File: src/rtl/cursor_move_ctrl_if.sv
// cursor_move_ctrl_if
// Groups the mouse-movement handshake and the video-slot write bus of the
// cursor controller into one bundle.
//   mv_valid/mv_ready : movement packet handshake (dx, dy, btn carried with it)
//   cs/write/addr/wr_data : single-cycle writes into the sprite cursor core
// Modports:
//   master : packet source / video-slot observer (drives mv_*, dx, dy, btn)
//   slave  : the controller (accepts packets, drives the video slot)

interface cursor_move_ctrl_if;
    logic        mv_valid;
    logic        mv_ready;
    logic [8:0]  dx;
    logic [8:0]  dy;
    logic        btn;
    logic        cs;
    logic        write;
    logic [13:0] addr;
    logic [31:0] wr_data;

    modport master (
        output mv_valid, dx, dy, btn,
        input  mv_ready, cs, write, addr, wr_data
    );

    modport slave (
        input  mv_valid, dx, dy, btn,
        output mv_ready, cs, write, addr, wr_data
    );
endinterface

File: src/rtl/cursor_move_ctrl.sv
// cursor_move_ctrl
// Tracks the cursor position from mouse movement packets and pushes the
// position and button state into the sprite cursor core once per frame, at
// the start of vertical blanking.
// Ports:
//   clk     : single clock, rising edge
//   reset_n : asynchronous active-low reset
//   y       : current line from the frame counter
//   bus     : packet handshake in, video-slot writes out (slave modport)
//
// FSM states
//   state   | meaning
//   IDLE    | accept packets, wait for vblank start
//   WR_BYP  | write 0 to 0x2000 (first frame after reset only)
//   WR_X    | write pos_x to 0x2001
//   WR_Y    | write pos_y to 0x2002
//   WR_CTRL | write button ctrl word to 0x2003

module cursor_move_ctrl #(
    parameter int         H_MAX      = 640,
    parameter int         V_MAX      = 480,
    parameter int         SPRITE_W   = 32,
    parameter int         SPRITE_H   = 32,
    parameter int         X_INIT     = 304,
    parameter int         Y_INIT     = 224,
    parameter logic [4:0] CTRL_IDLE  = 5'b00100,
    parameter logic [4:0] CTRL_CLICK = 5'b01000
) (
    input  logic                 clk,
    input  logic                 reset_n,
    input  logic [10:0]          y,
    cursor_move_ctrl_if.slave    bus
);

    localparam int X_MAX = H_MAX - SPRITE_W;
    localparam int Y_MAX = V_MAX - SPRITE_H;

    typedef enum logic [2:0] {
        IDLE    = 3'd0,
        WR_BYP  = 3'd1,
        WR_X    = 3'd2,
        WR_Y    = 3'd3,
        WR_CTRL = 3'd4
    } state_t;

    state_t      state;
    state_t      state_nx;
    logic [10:0] pos_x;
    logic [10:0] pos_y;
    logic [10:0] pos_x_nx;
    logic [10:0] pos_y_nx;
    logic [11:0] sum_x;
    logic [11:0] sum_y;
    logic        btn_reg;
    logic        pd;
    logic        cd;
    logic        vb_d;
    logic        init_pend;
    logic        vb;
    logic        vb_start;
    logic        accept;
    logic        btn_chg;

    assign vb       = (y >= 11'(V_MAX));
    assign vb_start = vb & ~vb_d;
    assign accept   = bus.mv_valid & bus.mv_ready;
    assign btn_chg  = accept & (bus.btn != btn_reg);

    // Ready is gated by reset directly so it drops while reset is held.
    assign bus.mv_ready = (state == IDLE) & reset_n;

    // 12-bit two's complement sums; bit 11 set means the result went negative.
    assign sum_x = {1'b0, pos_x} + {{3{bus.dx[8]}}, bus.dx};
    assign sum_y = {1'b0, pos_y} - {{3{bus.dy[8]}}, bus.dy};

    always_comb begin
        pos_x_nx = sum_x[10:0];
        if (sum_x[11])
            pos_x_nx = '0;
        else if (sum_x > 12'(X_MAX))
            pos_x_nx = 11'(X_MAX);

        pos_y_nx = sum_y[10:0];
        if (sum_y[11])
            pos_y_nx = '0;
        else if (sum_y > 12'(Y_MAX))
            pos_y_nx = 11'(Y_MAX);
    end

    always_ff @(posedge clk or negedge reset_n) begin
        if (!reset_n) begin
            state     <= IDLE;
            pos_x     <= 11'(X_INIT);
            pos_y     <= 11'(Y_INIT);
            btn_reg   <= 1'b0;
            pd        <= 1'b1;
            cd        <= 1'b1;
            vb_d      <= 1'b1;
            init_pend <= 1'b1;
        end else begin
            state <= state_nx;
            vb_d  <= vb;
            if (accept) begin
                pos_x <= pos_x_nx;
                pos_y <= pos_y_nx;
                pd    <= 1'b1;
            end
            if (btn_chg) begin
                btn_reg <= bus.btn;
                cd      <= 1'b1;
            end
            // Packets are stalled outside IDLE, so these clears never race an accept.
            if (state == WR_Y)
                pd <= 1'b0;
            if (state == WR_CTRL)
                cd <= 1'b0;
            if (state == IDLE && vb_start)
                init_pend <= 1'b0;
        end
    end

    // A packet accepted on the vblank start cycle counts as already pending,
    // so its new position is what WR_X sends.
    always_comb begin
        state_nx = state;
        case (state)
            IDLE: begin
                if (vb_start) begin
                    if (init_pend)
                        state_nx = WR_BYP;
                    else if (pd || accept)
                        state_nx = WR_X;
                    else if (cd || btn_chg)
                        state_nx = WR_CTRL;
                end
            end
            WR_BYP:  state_nx = WR_X;
            WR_X:    state_nx = WR_Y;
            WR_Y:    state_nx = cd ? WR_CTRL : IDLE;
            WR_CTRL: state_nx = IDLE;
            default: state_nx = IDLE;
        endcase
    end

    always_comb begin
        bus.cs      = 1'b0;
        bus.write   = 1'b0;
        bus.addr    = '0;
        bus.wr_data = '0;
        case (state)
            WR_BYP: begin
                bus.cs      = 1'b1;
                bus.write   = 1'b1;
                bus.addr    = 14'h2000;
            end
            WR_X: begin
                bus.cs      = 1'b1;
                bus.write   = 1'b1;
                bus.addr    = 14'h2001;
                bus.wr_data = {21'b0, pos_x};
            end
            WR_Y: begin
                bus.cs      = 1'b1;
                bus.write   = 1'b1;
                bus.addr    = 14'h2002;
                bus.wr_data = {21'b0, pos_y};
            end
            WR_CTRL: begin
                bus.cs      = 1'b1;
                bus.write   = 1'b1;
                bus.addr    = 14'h2003;
                bus.wr_data = {27'b0, btn_reg ? CTRL_CLICK : CTRL_IDLE};
            end
            default: ;
        endcase
    end

endmodule

File: src/flat_wrapper.sv
// flat-port wrapper written by rule: the top's interface ports become plain ports
module cursor_move_ctrl_flat 
#(
    parameter int         H_MAX      = 640,
    parameter int         V_MAX      = 480,
    parameter int         SPRITE_W   = 32,
    parameter int         SPRITE_H   = 32,
    parameter int         X_INIT     = 304,
    parameter int         Y_INIT     = 224,
    parameter logic [4:0] CTRL_IDLE  = 5'b00100,
    parameter logic [4:0] CTRL_CLICK = 5'b01000
)
  (clk, reset_n, y, bus_mv_valid, bus_dx, bus_dy, bus_btn, bus_mv_ready, bus_cs, bus_write, bus_addr, bus_wr_data);
  cursor_move_ctrl_if bus_i ();
  input  logic clk;
  input  logic reset_n;
  input  logic [10:0] y;
  input wire logic [$bits(bus_i.mv_valid)-1:0] bus_mv_valid;
  input wire logic [$bits(bus_i.dx)-1:0] bus_dx;
  input wire logic [$bits(bus_i.dy)-1:0] bus_dy;
  input wire logic [$bits(bus_i.btn)-1:0] bus_btn;
  output wire logic [$bits(bus_i.mv_ready)-1:0] bus_mv_ready;
  output wire logic [$bits(bus_i.cs)-1:0] bus_cs;
  output wire logic [$bits(bus_i.write)-1:0] bus_write;
  output wire logic [$bits(bus_i.addr)-1:0] bus_addr;
  output wire logic [$bits(bus_i.wr_data)-1:0] bus_wr_data;
  assign bus_i.mv_valid = bus_mv_valid;
  assign bus_i.dx = bus_dx;
  assign bus_i.dy = bus_dy;
  assign bus_i.btn = bus_btn;
  assign bus_mv_ready = bus_i.mv_ready;
  assign bus_cs = bus_i.cs;
  assign bus_write = bus_i.write;
  assign bus_addr = bus_i.addr;
  assign bus_wr_data = bus_i.wr_data;
  cursor_move_ctrl #(.H_MAX(H_MAX), .V_MAX(V_MAX), .SPRITE_W(SPRITE_W), .SPRITE_H(SPRITE_H), .X_INIT(X_INIT), .Y_INIT(Y_INIT), .CTRL_IDLE(CTRL_IDLE), .CTRL_CLICK(CTRL_CLICK)) u_core (.clk(clk), .reset_n(reset_n), .y(y), .bus(bus_i));
endmodule
File: config.mk
export PLATFORM = sky130hd
export DESIGN_NAME = cursor_move_ctrl_flat
export DESIGN_NICKNAME = d
export VERILOG_FILES = /design/src/rtl/cursor_move_ctrl_if.sv /design/src/rtl/cursor_move_ctrl.sv /design/src/flat_wrapper.sv
export SDC_FILE = /design/constraint.sdc
export NUM_CORES = 1
export LEC_CHECK = 0
export CORE_UTILIZATION = 53
export CTS_CLUSTER_DIAMETER = 80
export DETAILED_ROUTE_END_ITERATION = 8
export PLACE_DENSITY_LB_ADDON = 0.12
export SLEW_MARGIN = 30
export SYNTH_ARGS = -nofsm -noshare
export SYNTH_HDL_FRONTEND = slang
export SYNTH_SLANG_ARGS = --single-unit
File: constraint.sdc
create_clock -name clk -period 3.6 [get_ports clk]
set_input_delay 0.72 -clock clk [delete_from_list [all_inputs] [get_ports clk]]
set_output_delay 0.72 -clock clk [all_outputs]
set_load 0.02 [all_outputs]
==> flow_metrics.env, run 1 <==
export IMPL_status="finished clean"
export IMPL_dieArea_sq_mm=0.00589
export IMPL_top_regs="u_core.pos_x x11, u_core.pos_y x11, u_core.state x3"
export IMPL_post_drt_via_cell_ratio=5.50
export IMPL_cp_arrival_ps=3330
export IMPL_yosys_warnings=0
export IMPL_place_congestion=0.852
export IMPL_async_reset_ff_share_pct=100
export IMPL_path_class="in2reg"
export IMPL_multi_input_comb_area_sq_mm=0.00193
export IMPL_utilization_pct=65.5
export IMPL_postSynthCellCount=345
export IMPL_dp_hpwl_um=5110
export IMPL_row_count=26
export IMPL_io_buffers=44
export IMPL_cts_setup_buffers=0
export IMPL_n_fill_cell=468
export IMPL_synth_area_top_cells="dfrtp_1 17%, ha_1 9.3%, buf_4 8.9%"
export IMPL_finalNetCount=444
export IMPL_die_width_um=76.8
export IMPL_fp_coreArea_sq_mm=0.00524
export IMPL_via_count=2517
export IMPL_start_util_pct=56.6
export IMPL_p_seq_share_pct=24.5
export IMPL_grt_usage_pct=22.2
export IMPL_fmax_mhz=316
export IMPL_antenna_found_initial=0
export IMPL_p_sw_w=0.00120
export IMPL_syn_to_final_growth_pct=15.7
export IMPL_p_clk_share_pct=10.9
export IMPL_avgSynthCellArea_sq_um=8.59
export IMPL_p_total_w=0.00256
export IMPL_synth_cell_types=71
export IMPL_cts_sinks=30
export IMPL_fin_skew_ps=8.73
export IMPL_cts_resized=0
export IMPL_grt_pass1_vias=2292
export IMPL_vdd_drop_max_uv=545
export IMPL_min_period_over_period_pct=88.0
export IMPL_drive_above_1_share_pct=9.02
export IMPL_register_area_sq_um=763
export IMPL_maxCapViolCount=0
export IMPL_grt_ovfl_total=0
export IMPL_switching_share_pct=46.8
export IMPL_yosys_area_top_type="dfrtp_1"
export IMPL_placed_cells=450
export IMPL_ant_nets=0
export IMPL_ctsHtreeMaxLevel=2
export IMPL_slew_headroom_pct=53.4
export IMPL_insertion_delay_ps=280
export IMPL_synth_edf_count=0
export IMPL_critPathCaptureType="flip-flop"
export IMPL_diodes=0
export IMPL_postCtsHoldBufs=0
export IMPL_slew_viol_final=0
export IMPL_rsz0062_at_grt="no"
export IMPL_dr_pass1_iters=4
export IMPL_leakage_nw=1.57
export IMPL_hold_viol_final=0
export IMPL_grt_max_degree=20
export IMPL_powerDensity_mw_per_mm2=746
export IMPL_crit_path_max_fanout=5
export IMPL_die_h_um=76.8
export IMPL_ys_ff_latch=30
export IMPL_tightestPinTransition_ps=698
export IMPL_worstPathRequired_ps=3760
export IMPL_final_cells=458
export IMPL_clockBufferDepth=2
export IMPL_p_comb_share_pct=64.6
export IMPL_synth_area_sq_mm=0.00296
export IMPL_drt_iter0_drc=120
export IMPL_synth_top_area_share_pct=16.9
export IMPL_ys_seq_area_share_pct=25.8
export IMPL_cp_start_kind="input pin"
export IMPL_power_internal_w=0.00136
export IMPL_totalWireLength_um=6280
export IMPL_ioPinCount=82
export IMPL_min_period_ps=3170
export IMPL_drc_errors=0
export IMPL_hp_class="reg2reg"
export IMPL_tritoncts="done"
export IMPL_routedWlPerCell_um=13.7
export IMPL_ys_flop_type="dfrtp_1"
export IMPL_clk_pin_slew_worst_paths_ps=60
export IMPL_grt_pass1_wl_um=10600
export IMPL_setup_viol=0
export IMPL_tns_ps=0
export IMPL_cts_root_buf="clkbuf_8"
export IMPL_cts_buffers_inserted=5
## worst max-delay path, cell delays in order
cell	delay [ps]
clkdlybuf4s50_1	460
ha_1	190
inv_1	60
fa_1	400
nand2b_1	210
a211oi_1	320
a311o_1	240
a211oi_2	60
o31a_4	390
nor3b_1	200
o21ai_1	80
## Yosys cell counts, types with 2 or more instances
master and count:
a211oi_1 4, a211oi_2 2, a21o_1 6, a21oi_1 20
a221oi_1 2, a22o_1 4, a31oi_1 4, and2_1 2
buf_1 2, buf_2 2, buf_4 35, clkbuf_1 5
dfrtp_1 20, dfstp_2 10, fa_1 2, ha_1 22
inv_1 20, mux2i_1 11, nand2_1 32, nand2b_1 6
nand3_1 4, nand4_1 2, nand4b_1 2, nor2_1 26
nor2b_1 6, nor3_1 3, nor3b_1 2, o211a_1 4
o211ai_1 6, o21a_1 6, o21ai_0 11, o21ai_1 4
o31a_1 2, o31ai_1 5, xnor2_1 9, xor2_1 7
## worst paths after layout
check / cells past startpoint / to / startpoint / slack [ps]
worst max-delay path: 11 / u_core.pos_x[6] / bus_dx[0] / 430
worst min-delay path: 2 / u_core.pos_y[5] / u_core.pos_y[5] / 500
worst max register to register: 10 / u_core.pos_x[6] / u_core.pos_x[0] / 950
worst min register to register: 2 / u_core.pos_y[5] / u_core.pos_y[5] / 500
max in group asynchronous: 2 / u_core.cd / reset_n / 2510
min in group asynchronous: 2 / u_core.pos_x[10] / reset_n / 810
## cell type report
cell class	instances	share of cell area [%]
Clock buffer	7	2.52
Timing Repair Buffer	50	14.2
Sequential cell	30	22.3
Inverter	20	2.19
Clock inverter	1	0.146
Multi-Input combinational cell	280	56.2
Tap cell	70	2.55
## cell usage in the layout (no fill, tap or decap), types with 5 or more instances in the layout
master,instances
clkdlybuf4s50_1,44
a21o_1,6
o211ai_1,6
inv_1,20
clkbuf_8,6
dfrtp_1,20
dfstp_2,10
xor2_1,7
a21oi_1,20
o21a_1,6
nor2b_1,6
nand2_1,32
xnor2_1,9
conb_1,32
buf_4,6
ha_1,22
o31ai_1,5
mux2i_1,11
nand2b_1,6
nor2_1,26
o21ai_0,11
## through the flow
| step | setup slack (ps) | hold slack [ps] | area (sq um) |
|---|---|---|---|
| 6_report | 432 | 499 | 3430 |
| 5_1_grt | 262 | 519 | 3430 |
| 4_1_cts | 414 | 503 | 3430 |
| 3_5_place_dp | 119 | 494 | 3340 |
| 3_3_place_gp | 167 | 493 | 3340 |
| 2_1_floorplan | 786 | 424 | 3080 |
## per-layer routing
layer / up-vias / track usage, % / wire length, um
li1: 1265 / - / -
met2: 87 / 36.0 / 2840
met3: 7 / 4.40 / 291
met5: - / 0 / 0
met4: 0 / 3.85 / 44
met1: 1158 / 30.8 / 3100
## power groups by stage
stage	registers [W]	logic (W)	clock network (W)
2_1_floorplan	0.000560	0.00133	0
3_3_place_gp	0.000630	0.00161	0
3_5_place_dp	0.000633	0.00164	0
4_1_cts	0.000627	0.00165	0.000283
5_1_grt	0.000644	0.00182	0.000300
6_report	0.000626	0.00165	0.000279
## logic make-up (layout without fill, tap and decap cells)
kind of cell,count (synthesis),in the layout,share of synthesized area [%]
compound gates,100,100,25.5
mux,12,12,4.10
flops,30,30,25.8
other cells,1,32,0.127
fa+ha+maj,24,24,10.6
buf+inv,66,78,13.2
xor+xnor,16,16,4.73
simple gates,96,96,15.9
Note: power is estimated with default switching activity, not from simulation.
==> inputs of run 2 (changes only) <==
--- a/config.mk
+++ b/config.mk
@@ -8,6 +8,7 @@
 export CORE_UTILIZATION = 53
 export CTS_CLUSTER_DIAMETER = 80
 export DETAILED_ROUTE_END_ITERATION = 8
+export GPL_ROUTABILITY_DRIVEN = 0
 export PLACE_DENSITY_LB_ADDON = 0.12
 export SLEW_MARGIN = 30
 export SYNTH_ARGS = -nofsm -noshare
==> results of run 2 <==
Same layout as run 1: the final DEF is identical, and so are final timing and power.
